[src/rtl/cache_mem_arbiter_pkg.sv]
// cache_mem_arbiter_pkg: shared word, RAM status and arbiter state types plus the watchdog fill word
// No ports; imported by the arbiter interface, top and watchdog.
package cache_mem_arbiter_pkg;
    typedef logic [31:0] word_t;
    typedef enum logic [1:0] {FREE = 2'd0, BUSY = 2'd1, ACCESS = 2'd2, ERROR = 2'd3} ramstate_t;
    typedef enum logic [1:0] {IDLE = 2'd0, IGNT = 2'd1, DGNT = 2'd2} arb_state_t;
    localparam word_t BAD_WORD = 32'hBAD1BAD1;
endpackage

[src/rtl/cache_mem_arbiter_if.sv]
// cache_mem_arbiter_if: cache request channels and RAM port bundled for the arbiter
// slave  : arbiter side (takes iREN/iaddr, dREN/dWEN/daddr/dstore, ramload/ramstate; drives waits, loads, RAM strobes, err)
// master : environment side (caches + RAM model), directions mirrored
interface cache_mem_arbiter_if;
    import cache_mem_arbiter_pkg::*;
    logic iREN, iwait, dREN, dWEN, dwait, ramREN, ramWEN, err;
    word_t iaddr, iload, daddr, dstore, dload, ramaddr, ramstore, ramload;
    ramstate_t ramstate;
    modport slave(
        input iREN, iaddr, dREN, dWEN, daddr, dstore, ramload, ramstate,
        output iwait, iload, dwait, dload, ramREN, ramWEN, ramaddr, ramstore, err
    );
    modport master(
        output iREN, iaddr, dREN, dWEN, daddr, dstore, ramload, ramstate,
        input iwait, iload, dwait, dload, ramREN, ramWEN, ramaddr, ramstore, err
    );
endinterface

[src/rtl/cache_mem_arbiter_watchdog.sv]
// cache_mem_arbiter_watchdog: counts stalled grant cycles and flags the one that must be force-completed
// CLK/RST : clock, sync active-high reset
// run     : grant cycle with a live request and no ACCESS/ERROR
// clear   : arbiter idle, restart the count
// expire  : this stalled cycle is cycle TIMEOUT of the access
module cache_mem_arbiter_watchdog #(
    parameter int TIMEOUT = 64
) (
    input  logic CLK,
    input  logic RST,
    input  logic run,
    input  logic clear,
    output logic expire
);
    localparam int W = $clog2(TIMEOUT + 1);
    logic [W-1:0] wd_cnt;
    always_ff @(posedge CLK)
        wd_cnt <= (RST || clear) ? '0 : run ? wd_cnt + 1'b1 : wd_cnt;
    assign expire = run && wd_cnt == W'(TIMEOUT - 1);
endmodule

[src/rtl/cache_mem_arbiter.sv]
// cache_mem_arbiter: shares one RAM port between I- and D-cache, data first with an instruction starvation cap
// CLK/RST : clock, sync active-high reset
// bus     : cache_mem_arbiter_if.slave -- cache channels in, waits/loads out, RAM strobes out, sticky err out
module cache_mem_arbiter
    import cache_mem_arbiter_pkg::*;
#(
    parameter int STARVE_MAX = 4,
    parameter int TIMEOUT = 64
) (
    input logic CLK,
    input logic RST,
    cache_mem_arbiter_if.slave bus
);
    localparam int SW = $clog2(STARVE_MAX + 1);
    arb_state_t state;
    logic [SW-1:0] starve_cnt;
    logic err_q, gi, gd, dpend, dgo, req, ok, expire, done;
    assign gi = state == IGNT;
    assign gd = state == DGNT;
    assign dpend = bus.dREN || bus.dWEN;
    // data wins unless instruction has already been passed over STARVE_MAX times in a row
    assign dgo = dpend && (!bus.iREN || starve_cnt < SW'(STARVE_MAX));
    assign req = gi ? bus.iREN : gd && dpend;
    assign ok = bus.ramstate == ACCESS || bus.ramstate == ERROR;
    assign done = req && (ok || expire);
    cache_mem_arbiter_watchdog #(.TIMEOUT(TIMEOUT)) u_wd (
        .CLK(CLK),
        .RST(RST),
        .run(req && !ok),
        .clear(state == IDLE),
        .expire(expire)
    );
    always_ff @(posedge CLK)
        if (RST) begin
            state <= IDLE;
            starve_cnt <= '0;
            err_q <= 1'b0;
        end else begin
            if (state == IDLE) begin
                state <= dgo ? DGNT : bus.iREN ? IGNT : IDLE;
                // dgo with iREN implies starve_cnt < STARVE_MAX, so the increment saturates there
                starve_cnt <= (bus.iREN && dgo) ? starve_cnt + 1'b1 : '0;
            end else if (done || !req)
                state <= IDLE;
            if (done && (bus.ramstate == ERROR || !ok))
                err_q <= 1'b1;
        end
    assign bus.ramREN = gi ? bus.iREN : gd && bus.dREN && !bus.dWEN;
    assign bus.ramWEN = gd && bus.dWEN;
    assign bus.ramaddr = gi ? bus.iaddr : gd ? bus.daddr : '0;
    assign bus.ramstore = gd ? bus.dstore : '0;
    assign bus.iwait = !(gi && done);
    assign bus.dwait = !(gd && done);
    assign bus.iload = (gi && done) ? (ok ? bus.ramload : BAD_WORD) : '0;
    assign bus.dload = (gd && done) ? (ok ? bus.ramload : BAD_WORD) : '0;
    assign bus.err = err_q;
endmodule
[src/flat_wrapper.sv]
// flat-port wrapper written by rule: the top's interface ports become plain ports
module cache_mem_arbiter_flat import cache_mem_arbiter_pkg::*;
#(
    parameter int STARVE_MAX = 4,
    parameter int TIMEOUT = 64
)
  (CLK, RST, bus_iREN, bus_iaddr, bus_dREN, bus_dWEN, bus_daddr, bus_dstore, bus_ramload, bus_ramstate, bus_iwait, bus_iload, bus_dwait, bus_dload, bus_ramREN, bus_ramWEN, bus_ramaddr, bus_ramstore, bus_err);
  cache_mem_arbiter_if bus_i ();
  input logic CLK;
  input logic RST;
  input wire logic [$bits(bus_i.iREN)-1:0] bus_iREN;
  input wire logic [$bits(bus_i.iaddr)-1:0] bus_iaddr;
  input wire logic [$bits(bus_i.dREN)-1:0] bus_dREN;
  input wire logic [$bits(bus_i.dWEN)-1:0] bus_dWEN;
  input wire logic [$bits(bus_i.daddr)-1:0] bus_daddr;
  input wire logic [$bits(bus_i.dstore)-1:0] bus_dstore;
  input wire logic [$bits(bus_i.ramload)-1:0] bus_ramload;
  input wire logic [$bits(bus_i.ramstate)-1:0] bus_ramstate;
  output wire logic [$bits(bus_i.iwait)-1:0] bus_iwait;
  output wire logic [$bits(bus_i.iload)-1:0] bus_iload;
  output wire logic [$bits(bus_i.dwait)-1:0] bus_dwait;
  output wire logic [$bits(bus_i.dload)-1:0] bus_dload;
  output wire logic [$bits(bus_i.ramREN)-1:0] bus_ramREN;
  output wire logic [$bits(bus_i.ramWEN)-1:0] bus_ramWEN;
  output wire logic [$bits(bus_i.ramaddr)-1:0] bus_ramaddr;
  output wire logic [$bits(bus_i.ramstore)-1:0] bus_ramstore;
  output wire logic [$bits(bus_i.err)-1:0] bus_err;
  assign bus_i.iREN = bus_iREN;
  assign bus_i.iaddr = bus_iaddr;
  assign bus_i.dREN = bus_dREN;
  assign bus_i.dWEN = bus_dWEN;
  assign bus_i.daddr = bus_daddr;
  assign bus_i.dstore = bus_dstore;
  assign bus_i.ramload = bus_ramload;
  assign bus_i.ramstate = bus_ramstate;
  assign bus_iwait = bus_i.iwait;
  assign bus_iload = bus_i.iload;
  assign bus_dwait = bus_i.dwait;
  assign bus_dload = bus_i.dload;
  assign bus_ramREN = bus_i.ramREN;
  assign bus_ramWEN = bus_i.ramWEN;
  assign bus_ramaddr = bus_i.ramaddr;
  assign bus_ramstore = bus_i.ramstore;
  assign bus_err = bus_i.err;
  cache_mem_arbiter #(.STARVE_MAX(STARVE_MAX), .TIMEOUT(TIMEOUT)) u_core (.CLK(CLK), .RST(RST), .bus(bus_i));
endmodule
[config.mk]
export PLATFORM = sky130hd
export DESIGN_NAME = cache_mem_arbiter_flat
export DESIGN_NICKNAME = d
export VERILOG_FILES = /design/src/rtl/cache_mem_arbiter_pkg.sv /design/src/rtl/cache_mem_arbiter_if.sv /design/src/rtl/cache_mem_arbiter_watchdog.sv /design/src/rtl/cache_mem_arbiter.sv /design/src/flat_wrapper.sv
export SDC_FILE = /design/constraint.sdc
export NUM_CORES = 1
export LEC_CHECK = 0
export ABC_AREA = 1
export CAP_MARGIN = 10
export CORE_AREA = 2 2 104 106
export CTS_CLUSTER_DIAMETER = 100
export CTS_CLUSTER_SIZE = 25
export DETAILED_ROUTE_END_ITERATION = 8
export DIE_AREA = 0 0 106 108
export DONT_BUFFER_PORTS = 1
export SLEW_MARGIN = 20
export SYNTH_ARGS = -nofsm -noshare
export SYNTH_HDL_FRONTEND = slang
export SYNTH_SLANG_ARGS = --single-unit
export TNS_END_PERCENT = 20
[constraint.sdc]
create_clock -name CLK -period 4.45 [get_ports CLK]
set_input_delay 0.89 -clock CLK [delete_from_list [all_inputs] [get_ports CLK]]
set_output_delay 0.89 -clock CLK [all_outputs]
set_load 0.03 [all_outputs]
==> metrics.md, run 1 <==
| Metric | Value |
|---|---|
| Pins Over Slew Limit | 0 |
| Final WL | 6930 µm |
| Avg Cell Area, Syn | 5.70 µm² |
| Combinational share of power | about 50% |
| Syn nets | 475 |
| WL/cell | 14.0 µm |
| IO Count | 268 |
| Synthesis-stage register bit count | 13 |
| Core ar. | 10200 µm² |
| Peak supply drop | 104 µV |
| GRT overflow | 0 |
| Die Width | 106 µm |
| Area grow syn2layout | 20.5% |
| # setup viols final | 0 |
| Leakage | 1.35 nW |
| Startpoint Class | flip-flop |
| Most frequent cells in the layout | 91 x inv_1, 47 x a21oi_1, 41 x nor2_1, 41 x buf_4 |
| Fill cells | about 1100 |
| Multi-input gate area | 1190 µm² |
| Row cnt | 37 |
| Drt first pass iters | 4 |
| Max_slew headroom | 45.5% |
| Vias in the first global route | 1964 |
| F_max | 260 MHz |
| Cells after Synth | 338 |
| Final min period | 3.85 ns |
| Synth Cell Area | 1930 µm² |
| CP Capture Type | output pin |
| Int Pwr | 0.000241 W |
| Net Sw Power | 0.000215 W |
| Register area | 260 µm² |
| Largest net degree at the start of global routing | 67 |
| Setup Buffers After CTS | 0 |
| Max_cap viols | 0 |
| Share of cells above drive strength 1 | 15.4% |
| Worst slew pin tran | roughly 0.8 ns |
| First-pass GRT wire length | 9250 µm |
| Die ar. | 11400 µm² |
| Clock sink count | 13 |
| Placer congestion estimate | 0.824 |
| Nets | ~500 |
| CP Class | flip-flop to output pin |
| Clk_skew | 0.00360 ns |
| Longest Clk Path Bufs | 2 |
| Initial antenna violation count | 2 |
| Pwr dens | 196 nW/µm² |
| RSZ-0062 raised after global routing | no |
| Final Power | 0.000456 W |
| Clk network pwr share | 23.2% |
| Worst Path Arrival | 2.96 ns |
| Sw Share | between 40 and 50% |
| CTS tree | done |
| Sequential share of power | 27.2% |
| Setup tns final | 0 ns |
| Sequential element share of the synthesized area | 13.5% |
| Commonest non-fill, non-tap cell in the layout | inv_1 |
| Status | finished clean |
| Final Hold Fails | 0 |
| DR vias/cell | 4.85 |
| Worst-Skew Late Latency | between 0.2 and 0.25 ns |
| Cell variety after synth | 25 |
| Number of port buffers | 0 |
| CTS clock-pin slew for the worst setup and hold paths | around 0.050 ns |
| CTS buffer count | 3 |
| Hold bufs inserted after CTS | 0 |
| Max H-tree Level | 1 |
| Drt drc | 0 |
| Detailed-placement wirelength estimate | around 5600 µm |
| Ys Warns | 0 |
| Vias | between 2000 and 2500 |
| Critical path peak fanout | 34 |
| Final period util | between 80% and 90% |
| DRT iter0 DRCs | approximately 150 |
| Post-route ant nets | 0 |
| Die height | 108 µm |
| Gr usage total | between 10% and 20% |
| Clk root buf | clkbuf_8 |
| Min-delay worst type | flip-flop to flip-flop |
| Starting Density | 18.8% |
| # resized after CTS | 0 |
| WP data required | roughly 3.6 ns |
worst paths after layout:
kind / startpoint / to / slack (ns) / cells after the start
max: u_core.state[1] / bus_ramREN / 0.60 / 6
min: u_core.starve_cnt[1] / u_core.starve_cnt[1] / 0.48 / 2
max reg2reg: u_core.state[1] / u_core.u_wd.wd_cnt[1] / 2.37 / 7
min reg2reg: u_core.starve_cnt[1] / u_core.starve_cnt[1] / 0.48 / 2
routing by layer:
| metal | track usage [%] | vias to the layer above | wire, µm |
|---|---|---|---|
| met5 | 0 | - | 0 |
| met4 | 5.92 | 0 | 340 |
| met3 | 2.41 | 18 | 544 |
| met2 | 18.4 | 159 | 3380 |
| met1 | 10.9 | 1088 | 2660 |
| li1 | - | 1139 | - |
cell families (layout without fill, tap and decap cells):
logic type               count (synthesis)  count (layout)  synth area share, %
adder cells (fa/ha/maj)                  2               2                 1.30
AO/OA/AOI/OAI                           86              86                 28.7
other                                    0               2                    0
AND/OR/NAND/NOR                        117             117                 30.2
buffers and inverters                  118             138                 25.4
XOR/XNOR                                 2               2                0.909
flip-flops                              13              13                 13.5
flip-flops by register name (all words and copies together) (netlist names):
signal / cells
u_core.state: 2
u_core.starve_cnt: 3
u_core.u_wd.wd_cnt: 7
u_core.bus.err: 1
synthesized netlist by cell type:
library cell	count	area share (%)
nand3_4	2	1.8
a21oi_1	47	12
dfxtp_1	13	13
nor2_2	1	0.32
ha_1	2	1.3
nand2_1	27	5.3
nand2_4	1	0.58
buf_4	6	2.3
inv_2	1	0.19
nor2_1	42	8.2
nor2_4	1	0.58
nand4_1	32	10
buf_2	7	1.8
xor2_1	2	0.91
inv_1	91	18
o21ai_0	6	1.6
or2_2	1	0.32
nand3_1	7	1.8
buf_1	3	0.58
clkbuf_1	7	1.4
o31ai_1	1	0.39
buf_6	2	1.2
nand2_2	3	0.97
clkinv_1	1	0.19
a22o_1	32	15
final cells by class:
| cell class | count | share of cell area [%] |
|---|---|---|
| diodes | 2 | 0.215 |
| clock buffers | 4 | 1.94 |
| inverters | 93 | 15.0 |
| multi-input cells | 207 | 51.1 |
| flip-flops and latches | 13 | 11.2 |
| well taps | 136 | 7.32 |
| repair buffers | 41 | 13.2 |
critical path, stage by stage (launching register included):
cell	delay, ns
dfxtp_1	0.44
inv_2	0.08
nor2_4	0.37
buf_4	0.40
clkinv_1	0.73
o31ai_1	0.47
buf_4	0.22
power by group through the flow:
stage | sequential, W | clock, W | combinational, W
3_5_place_dp | 0.000127 | 0 | 0.000228
2_1_floorplan | 0.000125 | 0 | 0.000193
6_report | 0.000124 | 0.000106 | 0.000227
3_3_place_gp | 0.000126 | 0 | 0.000225
5_1_grt | 0.000124 | 0.000117 | 0.000242
4_1_cts | 0.000124 | 0.000109 | 0.000228
per-stage QoR:
step / instance area (µm²) / cells / hold slack [ns] / util (%) / setup WS (ns)
2_1_floorplan: 1930 / 338 / 0.432 / - / 1.53
3_3_place_gp: 2270 / 490 / 0.455 / 22.2 / 0.978
3_5_place_dp: 2270 / 490 / 0.459 / 22.2 / 0.804
4_1_cts: 2320 / 494 / 0.476 / 22.7 / 0.538
5_1_grt: 2320 / 496 / 0.514 / 22.7 / 0.274
6_report: 2320 / 496 / 0.476 / 22.7 / 0.596
Note: power is estimated with default switching activity, not from simulation.
==> inputs of run 2 (changes only) <==
PLACE_DENSITY = 0.3   (was not set)
==> run 2 against run 1 <==
Combinational power increased by 3%. Power increased by 2.3%. Clock skew decreased by 0.0030 ns.
==> metrics.md, run 2 (synthesized netlist as in run 1, its figures left out) <==
| Metric | Value |
|---|---|
| Status | finished clean (unchanged) |
| Regs by FF count | u_core.u_wd.wd_cnt: 7 flops, u_core.starve_cnt: 3 flops, u_core.state: 2 flops (unchanged) |
| GR peak layer | met2 (unchanged) |
| Drt drc | 0 (unchanged) |
| CTS tree | done (unchanged) |
| Placed cells | 496 (was 490) |
| GRT overflow | 0 (unchanged) |
| Die ar. | 11400 µm² (unchanged) |
| CTS buffer count | 3 (unchanged) |
| WP data required | 3.56 ns (about the same) |
| Longest Clk Path Bufs | 2 (unchanged) |
| Largest register by flop count | u_core.u_wd.wd_cnt (unchanged) |
| DR vias/cell | 4.65 (was 4.85) |
| Vias in the first global route | 2055 (was 1964) |
| Commonest non-fill, non-tap cell in the layout | inv_1 (unchanged) |
| Pins Over Slew Limit | 0 (unchanged) |
| CP Capture Type | output pin (unchanged) |
| Setup tns final | 0 ns (unchanged) |
| Critical path peak fanout | 36 (was 34) |
| Setup slack at placement | 1.13 ns (was 0.804 ns) |
| Max_cap viols | 0 (unchanged) |
| Post-route ant nets | 0 (unchanged) |
| GR Util met1 | 13.2% (was 10.9%) |
| Largest net degree at the start of global routing | 67 (unchanged) |
| Gr usage total | 12.8% (was 10.2%) |
| Pwr dens | 197 nW/µm² (was 196 nW/µm²) |
| Final setup margin | 1.14 ns (was 0.596 ns) |
| Leakage | 1.38 nW (was 1.35 nW) |
| Hold bufs inserted after CTS | 0 (unchanged) |
| Met3 Use GR | 2.53% (was 2.41%) |
| Largest register FFs | 7 (unchanged) |
| Final min period | 3.31 ns (was 3.85 ns) |
| First-pass GRT wire length | 11100 µm (was 9250 µm) |
| Most frequent cells in the layout | 91 x inv_1, 47 x a21oi_1, 47 x buf_4 (was 91 x inv_1, 47 x a21oi_1, 41 x nor2_1, 41 x buf_4) |
| Peak supply drop | 66.8 µV (was 104 µV) |
| Number of port buffers | 0 (unchanged) |
| Startpoint Class | primary input (was flip-flop) |
| Clock sink count | 13 (unchanged) |
| Final Instance Count excl. Fillers | 502 (was 496) |
| Share of cells above drive strength 1 | 16.8% (was 15.4%) |
| RSZ-0062 raised after global routing | no (unchanged) |
| CP Class | primary input to output pin (was flip-flop to output pin) |
| Min-delay worst type | flip-flop to flip-flop (unchanged) |
| Final period util | 74.5% (was 86.6%) |
| Worst-Skew Late Latency | 0.25 ns (was 0.24 ns) |
| Starting Density | 18.8% (unchanged) |
| Final Hold Fails | 0 (unchanged) |
| Die Width | 106 µm (unchanged) |
| CTS clock-pin slew for the worst setup and hold paths | 0.06 ns (was 0.05 ns) |
| Max_slew headroom | 56.2% (was 45.5%) |
| Placer congestion estimate | 0.694 (was 0.824) |
| Worst slew pin tran | 0.659 ns (was 0.813 ns) |
| DRT iter0 DRCs | 185 (was 148) |
| Detailed-placement wirelength estimate | 7000 µm (was 5640 µm) |
| # setup viols final | 0 (unchanged) |
| Initial antenna violation count | 2 (unchanged) |
| Clk root buf | clkbuf_8 (unchanged) |
| GR Util met2 | 25.1% (was 18.4%) |
| Drt first pass iters | 4 (unchanged) |
| Fill cells | 1171 (was 1108) |
| Area grow syn2layout | 22.8% (was 20.5%) |
| Nets | 502 (was 496) |
| IO Count | 268 (unchanged) |
| Row cnt | 37 (unchanged) |
| Vias | 2334 (was 2404) |
| Clk_skew | 0.000647 ns (was 0.00360 ns) |
| WL/cell | 16.8 µm (was 14.0 µm) |
| Core ar. | 10200 µm² (unchanged) |
| Final WL | 8420 µm (was 6930 µm) |
| Max H-tree Level | 1 (unchanged) |
| Worst Path Arrival | 2.42 ns (was 2.96 ns) |
| # resized after CTS | 0 (unchanged) |
| Setup Buffers After CTS | 0 (unchanged) |
| F_max | 302 MHz (was 260 MHz) |
| Die height | 108 µm (unchanged) |
[run 2: cell types whose count changed in the layout (fill, tap and decap cells not counted)]
| cell | before | now |
|---|---|---|
| buf_4 | 41 | 47 |
[run 2: report_power, final]
part           internal (W)  total (W)  switching, W  leakage, nW
clock             0.0000634   0.000109     0.0000460       0.0228
combinational     0.0000601   0.000234      0.000173         1.25
sequential         0.000120   0.000124    0.00000439        0.105
[run 2: through the flow]
step,cell area (µm²),hold slack [ns],power (W),utilization (%)
global placement,2320,0.458,0.000363,22.7
finish,2370,0.478,0.000467,23.2
CTS,2360,0.478,0.000474,23.1
global route,2370,0.524,0.000493,23.2
detailed placement,2320,0.467,0.000362,22.7
floorplan,1930,0.432,0.000318,-
[run 2: final timing paths]
path                         from                    end  slack, ns  depth (start not counted)
min          u_core.starve_cnt[0]   u_core.starve_cnt[0]       0.48                          2
max                      bus_dREN          bus_dload[25]       1.14                          6
max reg2reg       u_core.state[1]  u_core.u_wd.wd_cnt[1]       2.78                          7
min reg2reg  u_core.starve_cnt[0]   u_core.starve_cnt[0]       0.48                          2
[run 2: layout make-up]
| class | count | area, µm² | area share (%) |
|---|---|---|---|
| Multi-Input combinational cell | 207 | 1190 | 50.1 |
| Clock buffer | 4 | 45.0 | 1.90 |
| Inverter | 93 | 349 | 14.7 |
| Sequential cell | 13 | 260 | 11.0 |
| Antenna cell | 2 | 5.00 | 0.211 |
| Tap cell | 136 | 170 | 7.18 |
| Timing Repair Buffer | 47 | 353 | 14.9 |
[run 2: metal layers]
metal | vias to the layer above | wire, µm
li1 | 1146 | -
met4 | 0 | 219
met5 | - | 0
met2 | 154 | 4470
met3 | 10 | 629
met1 | 1024 | 3110
[run 2: critical path: stages]
cell and delay [ns]:
inv_1 0.04, nand2_1 0.10, nand2_1 0.11, nand2_4 0.32
nand3_4 0.32, a21oi_1 0.63
==> inputs of run 3 (changes only) <==
clock period = 2.84 ns   (was 4.45 ns; I/O delays follow)
==> run 3 against run 2 <==
Final cell count grew 6.0%. Count of clock-buffer cells in the layout stayed put. Sequential power up 56%. Worst setup slack worse by 0.90 ns. Worst hold slack got worse by 0.089 ns. Power rose by 59%. Clock power increased by 51%. Via count up 6.7%. Clock skew rose by 0.0019 ns. Sequential share of layout area down 1.0 points. First-iteration DRC count grew 35%.
==> metrics.md, run 3 (synthesized netlist as in run 1, its figures left out) <==
| Metric | Value |
|---|---|
| Drt first pass iters | 4 (unchanged) |
| Fin Hold WS | 0.389 ns (was 0.478 ns) |
| CTS tree | done (unchanged) |
| Min-delay src | RST (was u_core.starve_cnt[0]) |
| DR vias/cell | 4.68 (was 4.65) |
| Status | finished clean (unchanged) |
| Worst Path Arrival | 2.03 ns (was 2.42 ns) |
| Worst-Skew Late Latency | 0.24 ns (was 0.25 ns) |
| Max H-tree Level | 1 (unchanged) |
| First-pass GRT wire length | 12400 µm (was 11100 µm) |
| Startpoint Class | flip-flop (was primary input) |
| Peak supply drop | 152 µV (was 66.8 µV) |
| RSZ-0062 raised after global routing | no (unchanged) |
| Final period util | 91.6% |
| Commonest non-fill, non-tap cell in the layout | inv_1 (unchanged) |
| Pins Over Slew Limit | 0 (unchanged) |
| CP Capture Type | output pin (unchanged) |
| WP data required | 2.27 ns (was 3.56 ns) |
| Regs by FF count | u_core.u_wd.wd_cnt: 7 flops, u_core.starve_cnt: 3 flops, u_core.state: 2 flops (unchanged) |
| Critical path peak fanout | 19 (was 36) |
| Largest register FFs | 7 (unchanged) |
| Die height | 108 µm (unchanged) |
| Combinational share of power | 51.5% (was 50.0%) |
| Largest register by flop count | u_core.u_wd.wd_cnt (unchanged) |
| Vias in the first global route | 2246 (was 2055) |
| Final WL | 9240 µm (was 8420 µm) |
| Clock sink count | 13 (unchanged) |
| Drt drc | 0 (unchanged) |
| Share of cells above drive strength 1 | 23.3% (was 16.8%) |
| CTS clock-pin slew for the worst setup and hold paths | 0.06 ns (about the same) |
| Initial antenna violation count | 1 (was 2) |
| Final Hold Fails | 0 (unchanged) |
| Die Width | 106 µm (unchanged) |
| Final setup margin | 0.238 ns (was 1.14 ns) |
| Net Sw Power | 0.000350 W (was 0.000224 W) |
| Detailed-placement wirelength estimate | 7770 µm (was 7000 µm) |
| Hold bufs inserted after CTS | 0 (unchanged) |
| Worst slew pin tran | 0.528 ns (was 0.659 ns) |
| Setup Buffers After CTS | 0 (unchanged) |
| Clk_skew | 0.00250 ns (was 0.000647 ns) |
| RR Startpoint | u_core.state[1] (unchanged) |
| Utilization after layout | 25.5% (was 23.2%) |
| Max_slew headroom | 64.7% (was 56.2%) |
| F_max | 384 MHz |
| Vias | 2491 (was 2334) |
| WL/cell | 17.4 µm (was 16.8 µm) |
| Starting Density | 18.8% (unchanged) |
| Gr usage total | 14.0% (was 12.8%) |
| GRT overflow | 0 (unchanged) |
| Placer congestion estimate | 0.748 (was 0.694) |
| Final Power | 0.000741 W (was 0.000467 W) |
| Longest Clk Path Bufs | 2 (unchanged) |
| Sequential share of power | 26.2% (was 26.6%) |
| # resized after CTS | 0 (unchanged) |
| Die ar. | 11400 µm² (unchanged) |
| Nets | 533 (was 502) |
| Min-delay worst type | primary input to flip-flop (was flip-flop to flip-flop) |
| # setup viols final | 0 (unchanged) |
| Core ar. | 10200 µm² (unchanged) |
| Largest net degree at the start of global routing | 67 (unchanged) |
| Sw Share | 47.2% (was 47.9%) |
| Area grow syn2layout | 35.4% (was 22.8%) |
| Leakage | 1.55 nW (was 1.38 nW) |
| Setup slack at placement | 0.489 ns (was 1.13 ns) |
| Final min period | 2.60 ns |
| DRT iter0 DRCs | 249 (was 185) |
| CP Class | flip-flop to output pin (was primary input to output pin) |
| Clk network pwr share | 22.3% (was 23.4%) |
| Int Pwr | 0.000391 W (was 0.000243 W) |
| Setup tns final | 0 ns (unchanged) |
| Row cnt | 37 (unchanged) |
| Number of port buffers | 0 (unchanged) |
| Pwr dens | 284 nW/µm² (was 197 nW/µm²) |
| IO Count | 268 (unchanged) |
| Post-route ant nets | 0 (unchanged) |
| CTS buffer count | 3 (unchanged) |
| Max_cap viols | 0 (unchanged) |
| Clk root buf | clkbuf_8 (unchanged) |
| CP Launch Point | u_core.u_wd.wd_cnt[0] (was bus_dREN) |
| Most frequent cells in the layout | 91 x inv_1, 77 x buf_4, 47 x a21oi_1 (was 91 x inv_1, 47 x a21oi_1, 47 x buf_4) |
==> run 3: worst paths after layout <==
| check | end | slack [ns] | depth (start not counted) |
|---|---|---|---|
| worst max-delay path | bus_iload[27] | 0.24 | 8 |
| worst min-delay path | u_core.state[1] | 0.39 | 1 |
| worst max register to register | u_core.u_wd.wd_cnt[1] | 1.10 | 7 |
| worst min register to register | u_core.starve_cnt[1] | 0.47 | 2 |
==> run 3: per-layer routing <==
layer	up-vias	share of wire [%]	GRT usage [%]	routed length, µm
met2	149	54	28.5	5010
met1	1116	34	13.0	3150
li1	1212	-	-	-
met3	14	8.1	3.50	751
met5	-	0	0	0
met4	0	3.5	6.77	326
==> run 3: critical path: stages (launching register included) <==
cell	delay, ns
dfxtp_1	0.44
ha_1	0.28
nand2_2	0.08
nor2_2	0.14
nand2_2	0.11
nand2_2	0.13
nand3_4	0.20
a21oi_1	0.22
buf_4	0.19
==> run 3: layout make-up <==
| cell class | count | area (µm²) |
|---|---|---|
| Antenna cell | 1 | 2.50 |
| Clock buffer | 4 | 45.0 |
| Fill cell | 1167 | 7620 |
| Inverter | 93 | 349 |
| Multi-Input combinational cell | 207 | 1190 |
| Sequential cell | 13 | 260 |
| Tap cell | 136 | 170 |
| Timing Repair Buffer | 78 | 598 |
==> run 3: metrics by stage <==
step           cells  instance area [µm²]
6_report         532                 2610
3_3_place_gp     527                 2560
5_1_grt          532                 2610
4_1_cts          531                 2610
2_1_floorplan    338                 1930
3_5_place_dp     527                 2560
==> run 3: power by group through the flow <==
stage | registers [W] | logic [W] | clock network (W)
final | 0.000194 | 0.000382 | 0.000165
after global routing | 0.000195 | 0.000405 | 0.000181
after CTS | 0.000194 | 0.000386 | 0.000172
after detailed placement | 0.000198 | 0.000385 | 0
after global placement | 0.000198 | 0.000385 | 0
after floorplan | 0.000196 | 0.000302 | 0
